## config.mk

```make
export PLATFORM = sky130hd
export DESIGN_NAME = fwd_lookup_ctrl
export DESIGN_NICKNAME = d
export VERILOG_FILES = /design/src/rtl/fwd_lookup_ctrl.sv
export SDC_FILE = /design/constraint.sdc
export NUM_CORES = 1
export LEC_CHECK = 0
export ABC_AREA = 1
export CORE_MARGIN = 1.5
export CORE_UTILIZATION = 44
export CTS_BUF_LIST = sky130_fd_sc_hd__clkbuf_8
export DETAILED_ROUTE_END_ITERATION = 7
export GPL_ROUTABILITY_DRIVEN = 0
export PLACE_DENSITY = 0.82
export SETUP_SLACK_MARGIN = 0.3
export SLEW_MARGIN = 20
export SYNTH_ARGS = -nofsm -noshare
export SYNTH_HDL_FRONTEND = slang
export SYNTH_SLANG_ARGS = --single-unit
```

## constraint.sdc

```tcl
create_clock -name clk -period 1.16 [get_ports clk]
set_input_delay 0.232 -clock clk [delete_from_list [all_inputs] [get_ports clk]]
set_output_delay 0.232 -clock clk [all_outputs]
set_load 0.02 [all_outputs]
```

## src/rtl/fwd_lookup_ctrl.sv

```systemverilog
// Forward-path lookup controller: two-stage valid/ready pipeline in front of the lookup table.
// Optional hit/miss statistics are compiled in with `define FWD_LOOKUP_STATS_EN.
module fwd_lookup_ctrl #(
  parameter int TAG_W       = 8,
  parameter int CHANNEL_NUM = 4
`ifdef FWD_LOOKUP_STATS_EN
  ,
  parameter int CNT_W       = 16
`endif
) (
  input  logic                     clk,
  input  logic                     rst_n,
  input  logic                     req_valid,
  output logic                     req_ready,
  input  logic [7:0]               req_addr,
  input  logic [TAG_W-1:0]         req_tag,
  output logic                     fwd_rden,
  output logic [7:0]               fwd_addr,
  input  logic [12+CHANNEL_NUM-1:0] fwd_rdata,
  output logic                     rsp_valid,
  input  logic                     rsp_ready,
  output logic [TAG_W-1:0]         rsp_tag,
  output logic [11:0]              rsp_data,
  output logic [CHANNEL_NUM-1:0]   rsp_chmask,
  output logic                     rsp_miss
`ifdef FWD_LOOKUP_STATS_EN
  ,
  input  logic                     stats_clr,
  output logic [CNT_W-1:0]         hit_cnt,
  output logic [CNT_W-1:0]         miss_cnt
`endif
);

  logic                   r_s1_valid;
  logic [7:0]             r_s1_addr;
  logic [TAG_W-1:0]       r_s1_tag;

  logic                   r_rsp_valid;
  logic [TAG_W-1:0]       r_rsp_tag;
  logic [11:0]            r_rsp_data;
  logic [CHANNEL_NUM-1:0] r_rsp_chmask;
  logic                   r_rsp_miss;

  logic w_s2_free;
  logic w_s2_load;
  logic w_req_ready;
  logic w_req_fire;

  assign w_s2_free   = ~r_rsp_valid | rsp_ready;
  assign w_s2_load   = r_s1_valid & w_s2_free;
  assign w_req_ready = ~r_s1_valid | w_s2_free;
  assign w_req_fire  = req_valid & w_req_ready;

  assign req_ready  = w_req_ready;
  assign fwd_rden   = w_s2_load;
  assign fwd_addr   = r_s1_addr;
  assign rsp_valid  = r_rsp_valid;
  assign rsp_tag    = r_rsp_tag;
  assign rsp_data   = r_rsp_data;
  assign rsp_chmask = r_rsp_chmask;
  assign rsp_miss   = r_rsp_miss;

  // NOTE: sequential state uses non-blocking assignments so every register samples pre-edge values.
  always_ff @(posedge clk or negedge rst_n) begin
    if (!rst_n) begin
      r_s1_valid <= 1'b0;
      r_s1_addr  <= '0;
      r_s1_tag   <= '0;
    end else if (w_req_fire) begin
      // A fire with S1 occupied implies S1 is moving into S2 on this same edge.
      r_s1_valid <= 1'b1;
      r_s1_addr  <= req_addr;
      r_s1_tag   <= req_tag;
    end else if (w_s2_load) begin
      r_s1_valid <= 1'b0;
    end
  end

  // fwd_rdata is sampled here before any same-edge host write lands, giving the pre-write entry.
  always_ff @(posedge clk or negedge rst_n) begin
    if (!rst_n) begin
      r_rsp_valid  <= 1'b0;
      r_rsp_tag    <= '0;
      r_rsp_data   <= '0;
      r_rsp_chmask <= '0;
      r_rsp_miss   <= 1'b0;
    end else if (w_s2_load) begin
      r_rsp_valid  <= 1'b1;
      r_rsp_tag    <= r_s1_tag;
      r_rsp_data   <= fwd_rdata[11:0];
      r_rsp_chmask <= fwd_rdata[12+CHANNEL_NUM-1:12];
      r_rsp_miss   <= (fwd_rdata[12+CHANNEL_NUM-1:12] == '0);
    end else if (rsp_ready) begin
      r_rsp_valid  <= 1'b0;
    end
  end

`ifdef FWD_LOOKUP_STATS_EN
  logic [CNT_W-1:0] r_hit_cnt;
  logic [CNT_W-1:0] r_miss_cnt;
  logic             w_rsp_fire;

  assign w_rsp_fire = r_rsp_valid & rsp_ready;
  assign hit_cnt    = r_hit_cnt;
  assign miss_cnt   = r_miss_cnt;

  always_ff @(posedge clk or negedge rst_n) begin
    if (!rst_n) begin
      r_hit_cnt  <= '0;
      r_miss_cnt <= '0;
    end else if (stats_clr) begin
      r_hit_cnt  <= '0;
      r_miss_cnt <= '0;
    end else if (w_rsp_fire) begin
      if (r_rsp_miss) begin
        if (r_miss_cnt != '1) r_miss_cnt <= r_miss_cnt + CNT_W'(1);
      end else begin
        if (r_hit_cnt != '1) r_hit_cnt <= r_hit_cnt + CNT_W'(1);
      end
    end
  end
`endif

endmodule

```

==> results of run 1 <==
how the worst min path moves through the flow:
stage / from / endpoint / slack [ns] / cells past startpoint
after global placement: rst_n / fwd_addr[6]$_DFFE_PN0P_ / 0.22 / 2
after CTS: rst_n / fwd_addr[5]$_DFFE_PN0P_ / 0.43 / 3
after detailed placement: rst_n / fwd_addr[5]$_DFFE_PN0P_ / 0.23 / 2
after floorplan: rst_n / fwd_addr[0]$_DFFE_PN0P_ / -0.06 / 0
after global routing: rst_n / fwd_addr[0]$_DFFE_PN0P_ / 0.48 / 3
final: rst_n / fwd_addr[5]$_DFFE_PN0P_ / 0.45 / 3
state kept, by name, indices dropped and copies added (netlist names):
register and flops:
rsp_tag 8, fwd_addr 8, rsp_chmask 4, r_s1_tag 8
rsp_data 12, rsp_valid 1, rsp_miss 1, r_s1_valid 1
cell families (layout without fill, tap and decap cells):
group / count (synthesis) / count (layout) / share of synthesized area, %
simple gates: 124 / 126 / 29.7
flops: 43 / 43 / 62.8
buf+inv: 15 / 135 / 5.77
compound gates: 5 / 5 / 1.68
critical path: stages, from the launching register on:
cell and delay [ns]:
dfrtp_1 0.42, inv_2 0.08, a21oi_4 0.15, buf_6 0.14
cell usage after synthesis:
| master | n | area (um2) |
|---|---|---|
| a21oi_2 | 1 | 8.76 |
| buf_2 | 4 | 20.0 |
| buf_6 | 5 | 56.3 |
| dfrtp_1 | 43 | 1080 |
| inv_1 | 5 | 18.8 |
| inv_2 | 1 | 3.75 |
| nand2_1 | 104 | 390 |
| nand2_2 | 1 | 6.26 |
| nand2_4 | 1 | 11.3 |
| nand3_1 | 16 | 80.1 |
| nand3_4 | 1 | 17.5 |
| nor2_1 | 1 | 3.75 |
| o21ai_0 | 4 | 20.0 |
report_power, final:
part	internal (W)	switching, W
registers	0.00180	0.000293
clock network	0.000535	0.000513
logic	0.00129	0.00121
total	0.00363	0.00201
final cells by class:
| type | instances | area, um2 |
|---|---|---|
| well taps | 48 | 60.1 |
| inverters | 6 | 22.5 |
| clock buffers | 7 | 96.3 |
| repair buffers | 121 | 1310 |
| multi-input cells | 131 | 910 |
| flip-flops and latches | 43 | 1080 |
| clock inverters | 1 | 3.75 |
| fillers | 112 | 211 |
through the flow:
step                hold slack [ns]  TNS (ns)  setup WS [ns]  cells  util (%)
global route                  0.476     -4.29         -0.190    357      94.3
global placement              0.224    -15.26         -0.686    310      68.8
floorplan                   -0.0636         0         0.0850    187         -
detailed placement            0.226    -16.01         -0.700    310      68.8
CTS                           0.434     -1.09         -0.159    340      85.9
finish                        0.447     -2.90         -0.162    357      94.3
timing repair:
| action | 4_1_cts | 5_1_grt |
|---|---|---|
| endpoints found under the hold margin | 43 | 0 |
| pin swaps | 17 | 17 |
| hold buffers | 1 | 0 |
| gates cloned | 4 | 0 |
| gates resized for setup | 286 | 43 |
| endpoints found under the setup margin | 79 | 79 |
| buffers inserted | 17 | 17 |
cell usage in the layout, fill, tap and decap left out, types with 5 or more instances in the layout:
master / n
clkbuf_8: 7
buf_4: 29
dfrtp_1: 42
clkdlybuf4s50_1: 32
buf_6: 45
nand3_2: 16
nand2_2: 28
nand2_4: 17
nand2_1: 58
buf_12: 8
inv_1: 5
nand2_8: 5
routing by layer:
layer	share of wire [%]	track usage (%)	vias to the layer above
met5	0.097	0	-
li1	-	-	819
met3	6.9	7.53	33
met4	4.5	9.64	2
met1	38	32.8	927
met2	50	46.6	109
==> impl_metrics.py, run 1 <==
metrics = {
    "cts": {
        "cts-htree-levels": 2,
        "clk_pin_slew_ns": 0.08,
        "clock_path_buffers": 2,
        "cts_tree": "done",
        "clock_sinks": 43,
        "cts_buffers": 5,
        "cts_root_buffer": "clkbuf_8",
        "clk_latency_ns": 0.30,
    },
    "worst_setup_path": {
        "end_kind": "output pin",
        "rr_startpoint": "rsp_valid$_DFFE_PN0P_",
        "cp-startpoint": "r_s1_valid$_DFFE_PN0P_",
        "rrSetupSlack_ns": -0.16,
        "crit_fanout": 3,
        "cp.arrival_ns": 1.09,
        "critical_path_required_ns": 0.93,
        "ff2ff_path_depth": 7,
        "worstSetupEndpoint": "fwd_rden",
        "critical_path_class": "reg -> out",
        "cp-start-kind": "register",
        "r2r_end": "fwd_addr[5]$_DFFE_PN0P_",
    },
    "detailed_routing": {
        "routedWlPerCell_um": 20.2,
        "via_count": 1890,
        "drc": 0,
        "vias_per_cell": 5.29,
        "drtIter0Drc": 156,
        "drt-pass1-iter-count": 4,
        "routed_wl_mm": 7.22,
        "detail-route-antenna-nets": 0,
    },
    "global_route": {
        "grt_pass1_wl_mm": 8.55,
        "grt_max_degree": 44,
        "grt_usage_pct": 27.1,
        "grt_pass1_vias": 1787,
        "grt-ovfl-total": 0,
        "antenna_found_initial": 1,
    },
    "pwr": {
        "power_density_mw_per_mm2": 1620,
        "total_leakage_power_nw": 1.78,
        "vdd_drop_max_v": 0.000984,
        "total_power_w": 0.00564,
    },
    "floorplanning": {
        "coreArea_mm2": 0.00369,
        "initial_core_util_pct": 46.4,
        "die_y_um": 65.4,
        "num_io_pins": 72,
        "rows": 22,
        "fp.dieArea_mm2": 0.00428,
        "fp.dieW_um": 65.4,
    },
    "logic_synthesis": {
        "yosysWarnings": 0,
        "syn-cell-area_mm2": 0.00171,
        "syn_area_per_cell_um2": 9.16,
        "syn_inst": 187,
        "yosysSeqAreaShare_pct": 62.8,
        "ys_ff_latch": 43,
        "ys_types": 13,
        "synth_nets": 223,
    },
    "finish": {
        "drive_gt1_share_pct": 53.7,
        "nets": 344,
        "final_area_mm2": 0.00348,
        "area_growth_pct": 103,
        "diodes": 0,
    },
    "sta": {
        "hold_viol_final": 0,
        "skew_ns": 0.00513,
        "worst_slew_pin_slew_ns": 0.669,
        "fin_crit_ns": 1.32,
        "final_max_slew_viol_count": 0,
        "fin_ws_ns": -0.162,
        "setup_viol": 38,
        "fin_crit_sh_pct": 114,
        "relSlewSlack_pct": 55.4,
        "fmax_mhz": 757,
        "rsz0062_at_grt": "yes",
    },
    "worst_hold_path": {
        "hold_path.class": "in -> async",
    },
    "placement": {
        "dp_hpwl_mm": 2.62,
        "portBuffers": 71,
        "dpl_cell_area_mm2": 0.00254,
    },
    "job": {
        "drv_cap": 0,
    },
    "run_status": {
        "status": "complete, but fails checks",
        "violations": "negative setup slack",
    },
}
Note: power is estimated with default switching activity, not from simulation.
==> run 2: changes to the inputs <==
Settings changed: SETUP_SLACK_MARGIN 0.3 to 0.15.
==> run 2 against run 1 <==
Effect of this change: the run still ends with negative setup slack left; clock-buffer cell count down 2; critical path depth is 4 higher; clock skew about the same; non-clock buffer count decreased by 1; sequential power about the same; critical endpoint is now fwd_addr[1]$_DFFE_PN0P_; register-to-register slack improved by 0.02 ns; final cell count decreased by 0.84%; worst setup slack improved by 0.019 ns; routed wire length decreased by 21%; sequential share of layout area rose by 2.0 points.
==> impl_metrics.py, run 2 (synthesized netlist as in run 1, its figures left out) <==
metrics = {
    "detailed_routing": {
        "routedWlPerCell_um": 16.2,
        "detail-route-antenna-nets": 0,
        "via_count": 1759,
        "drt-pass1-iter-count": 4,
        "drc": 0,
        "drtIter0Drc": 69,
        "routed_wl_mm": 5.73,
        "vias_per_cell": 4.97,
    },
    "cts": {
        "cts_root_buffer": "clkbuf_8",
        "clk_latency_ns": 0.29,
        "cts_buffers": 5,
        "clock_sinks": 43,
        "clock_path_buffers": 2,
        "cts-htree-levels": 2,
        "clk_pin_slew_ns": 0.07,
        "cts_tree": "done",
    },
    "placement": {
        "placedCellCount": 309,
        "portBuffers": 71,
        "dp_hpwl_mm": 2.56,
    },
    "sta": {
        "relSlewSlack_pct": 63.5,
        "skew_ns": 0.00477,
        "setup_viol": 40,
        "fin_crit_ns": 1.30,
        "worst_slew_pin_slew_ns": 0.547,
        "hold_viol_final": 0,
        "final_max_slew_viol_count": 0,
        "fin_ws_ns": -0.143,
        "rsz0062_at_grt": "yes",
        "fmax_mhz": 768,
        "fin_crit_sh_pct": 112,
    },
    "pwr": {
        "vdd_drop_max_v": 0.000965,
        "power_density_mw_per_mm2": 1600,
        "total_leakage_power_nw": 1.69,
    },
    "worst_setup_path": {
        "cp-start-kind": "register",
        "cp.arrival_ns": 1.48,
        "critical_path_required_ns": 1.34,
        "critical_path_class": "reg -> reg",
        "end_kind": "register",
        "crit_fanout": 8,
    },
    "finish": {
        "area_growth_pct": 90.4,
        "nFillCells": 179,
        "nets": 343,
        "final_common_cell": "nand2_1",
        "fin_util_pct": 88.4,
        "final_cell_count_no_fill": 354,
        "diodes": 0,
        "register_area_mm2": 0.00108,
        "multi_input_area_um2": 724,
        "largest_reg_flops": 12,
        "drive_gt1_share_pct": 42.8,
        "final_cell_mix": "76 x nand2_1, 42 x dfrtp_1, 40 x buf_6",
    },
    "global_route": {
        "grt_pass1_vias": 1619,
        "grt_usage_pct": 22.4,
        "grtUsageMet3_pct": 5.99,
        "grt_busiest_layer": "met2",
        "met2_usage_pct": 40.1,
        "grt_max_degree": 44,
        "grt_pass1_wl_mm": 7.14,
        "grt_use_met1_pct": 25.5,
        "antenna_found_initial": 0,
        "grt-ovfl-total": 0,
    },
    "floorplanning": {
        "num_io_pins": 72,
        "fp.dieW_um": 65.4,
        "rows": 22,
        "fp.dieArea_mm2": 0.00428,
        "coreArea_mm2": 0.00369,
        "initial_core_util_pct": 46.4,
        "die_y_um": 65.4,
    },
    "worst_hold_path": {
        "hold_path.class": "in -> async",
    },
    "run_status": {
        "status": "complete, but fails checks",
        "violations": "negative setup slack",
    },
    "job": {
        "drv_cap": 0,
    },
}
-- run 2: cell count changes in the layout (fill, tap and decap cells not counted), sizes merged --
| cell | change |
|---|---|
| dlymetal6s2s | +1 |
| buf | -5 |
| clkbuf | +2 |
| dlygate4sd2 | -1 |
-- run 2: metrics by stage --
step	TNS, ns	instance area, um2	total power [W]	setup slack [ns]	hold slack (ns)
6_report	-2.64	3260	0.00523	-0.143	0.445
5_1_grt	-4.94	3260	0.00549	-0.211	0.467
4_1_cts	-1.11	2890	0.00477	-0.137	0.451
3_5_place_dp	-15.50	2530	0.00354	-0.688	0.230
3_3_place_gp	-15.08	2530	0.00351	-0.681	0.224
2_1_floorplan	0	1730	0.00272	0.0850	-0.0636
-- run 2: power breakdown --
part | total (W) | switching, W | internal, W
clock | 0.000856 | 0.000464 | 0.000393
sequential | 0.00206 | 0.000259 | 0.00180
combinational | 0.00232 | 0.00104 | 0.00128
-- run 2: worst paths after layout --
| path | from | slack [ns] | cells past startpoint | end |
|---|---|---|---|---|
| hold reg to reg | r_s1_tag[5]$_DFFE_PN0P_ | 0.50 | 2 | rsp_tag[5]$_DFFE_PN0P_ |
| max in group asynchronous | rst_n | 0.49 | 3 | rsp_valid$_DFFE_PN0P_ |
| setup reg to reg | r_s1_valid$_DFFE_PN0P_ | -0.14 | 7 | fwd_addr[1]$_DFFE_PN0P_ |
| setup / recovery | r_s1_valid$_DFFE_PN0P_ | -0.14 | 7 | fwd_addr[1]$_DFFE_PN0P_ |
| hold / removal | rst_n | 0.44 | 3 | fwd_addr[7]$_DFFE_PN0P_ |
| min in group clk | fwd_rdata[0] | 0.48 | 3 | rsp_data[0]$_DFFE_PN0P_ |
-- run 2: timing repair --
item / CTS / global route
cloned: 3 / 6
hold endpoints to repair: 43 / 0
hold buffers: 1 / 0
gates resized for setup: 232 / 47
endpoints found under the setup margin: 78 / 78
pin swaps: 2 / 5
buffers inserted: 11 / 19
-- run 2: layer usage --
metal | wire length, um | up-vias
met5 | 0 | -
met4 | 88 | 0
met3 | 256 | 8
met2 | 3330 | 69
met1 | 2050 | 860
li1 | - | 822
-- run 2: cell type report --
cell class	instances	share of cell area, %
clock buffer	5	2.11
clock inverter	1	0.115
inverter	6	0.690
multi-input combinational	131	22.2
sequential	43	33.0
tap	48	1.84
timing repair buffer	120	40.0
-- run 2: critical path, stage by stage (launching register included) --
cell and delay (ns):
dfrtp_1 0.42, buf_6 0.14, nand3_4 0.09, buf_6 0.13, buf_12 0.14, nand2_8 0.09
nand2_2 0.10, nand2_1 0.07
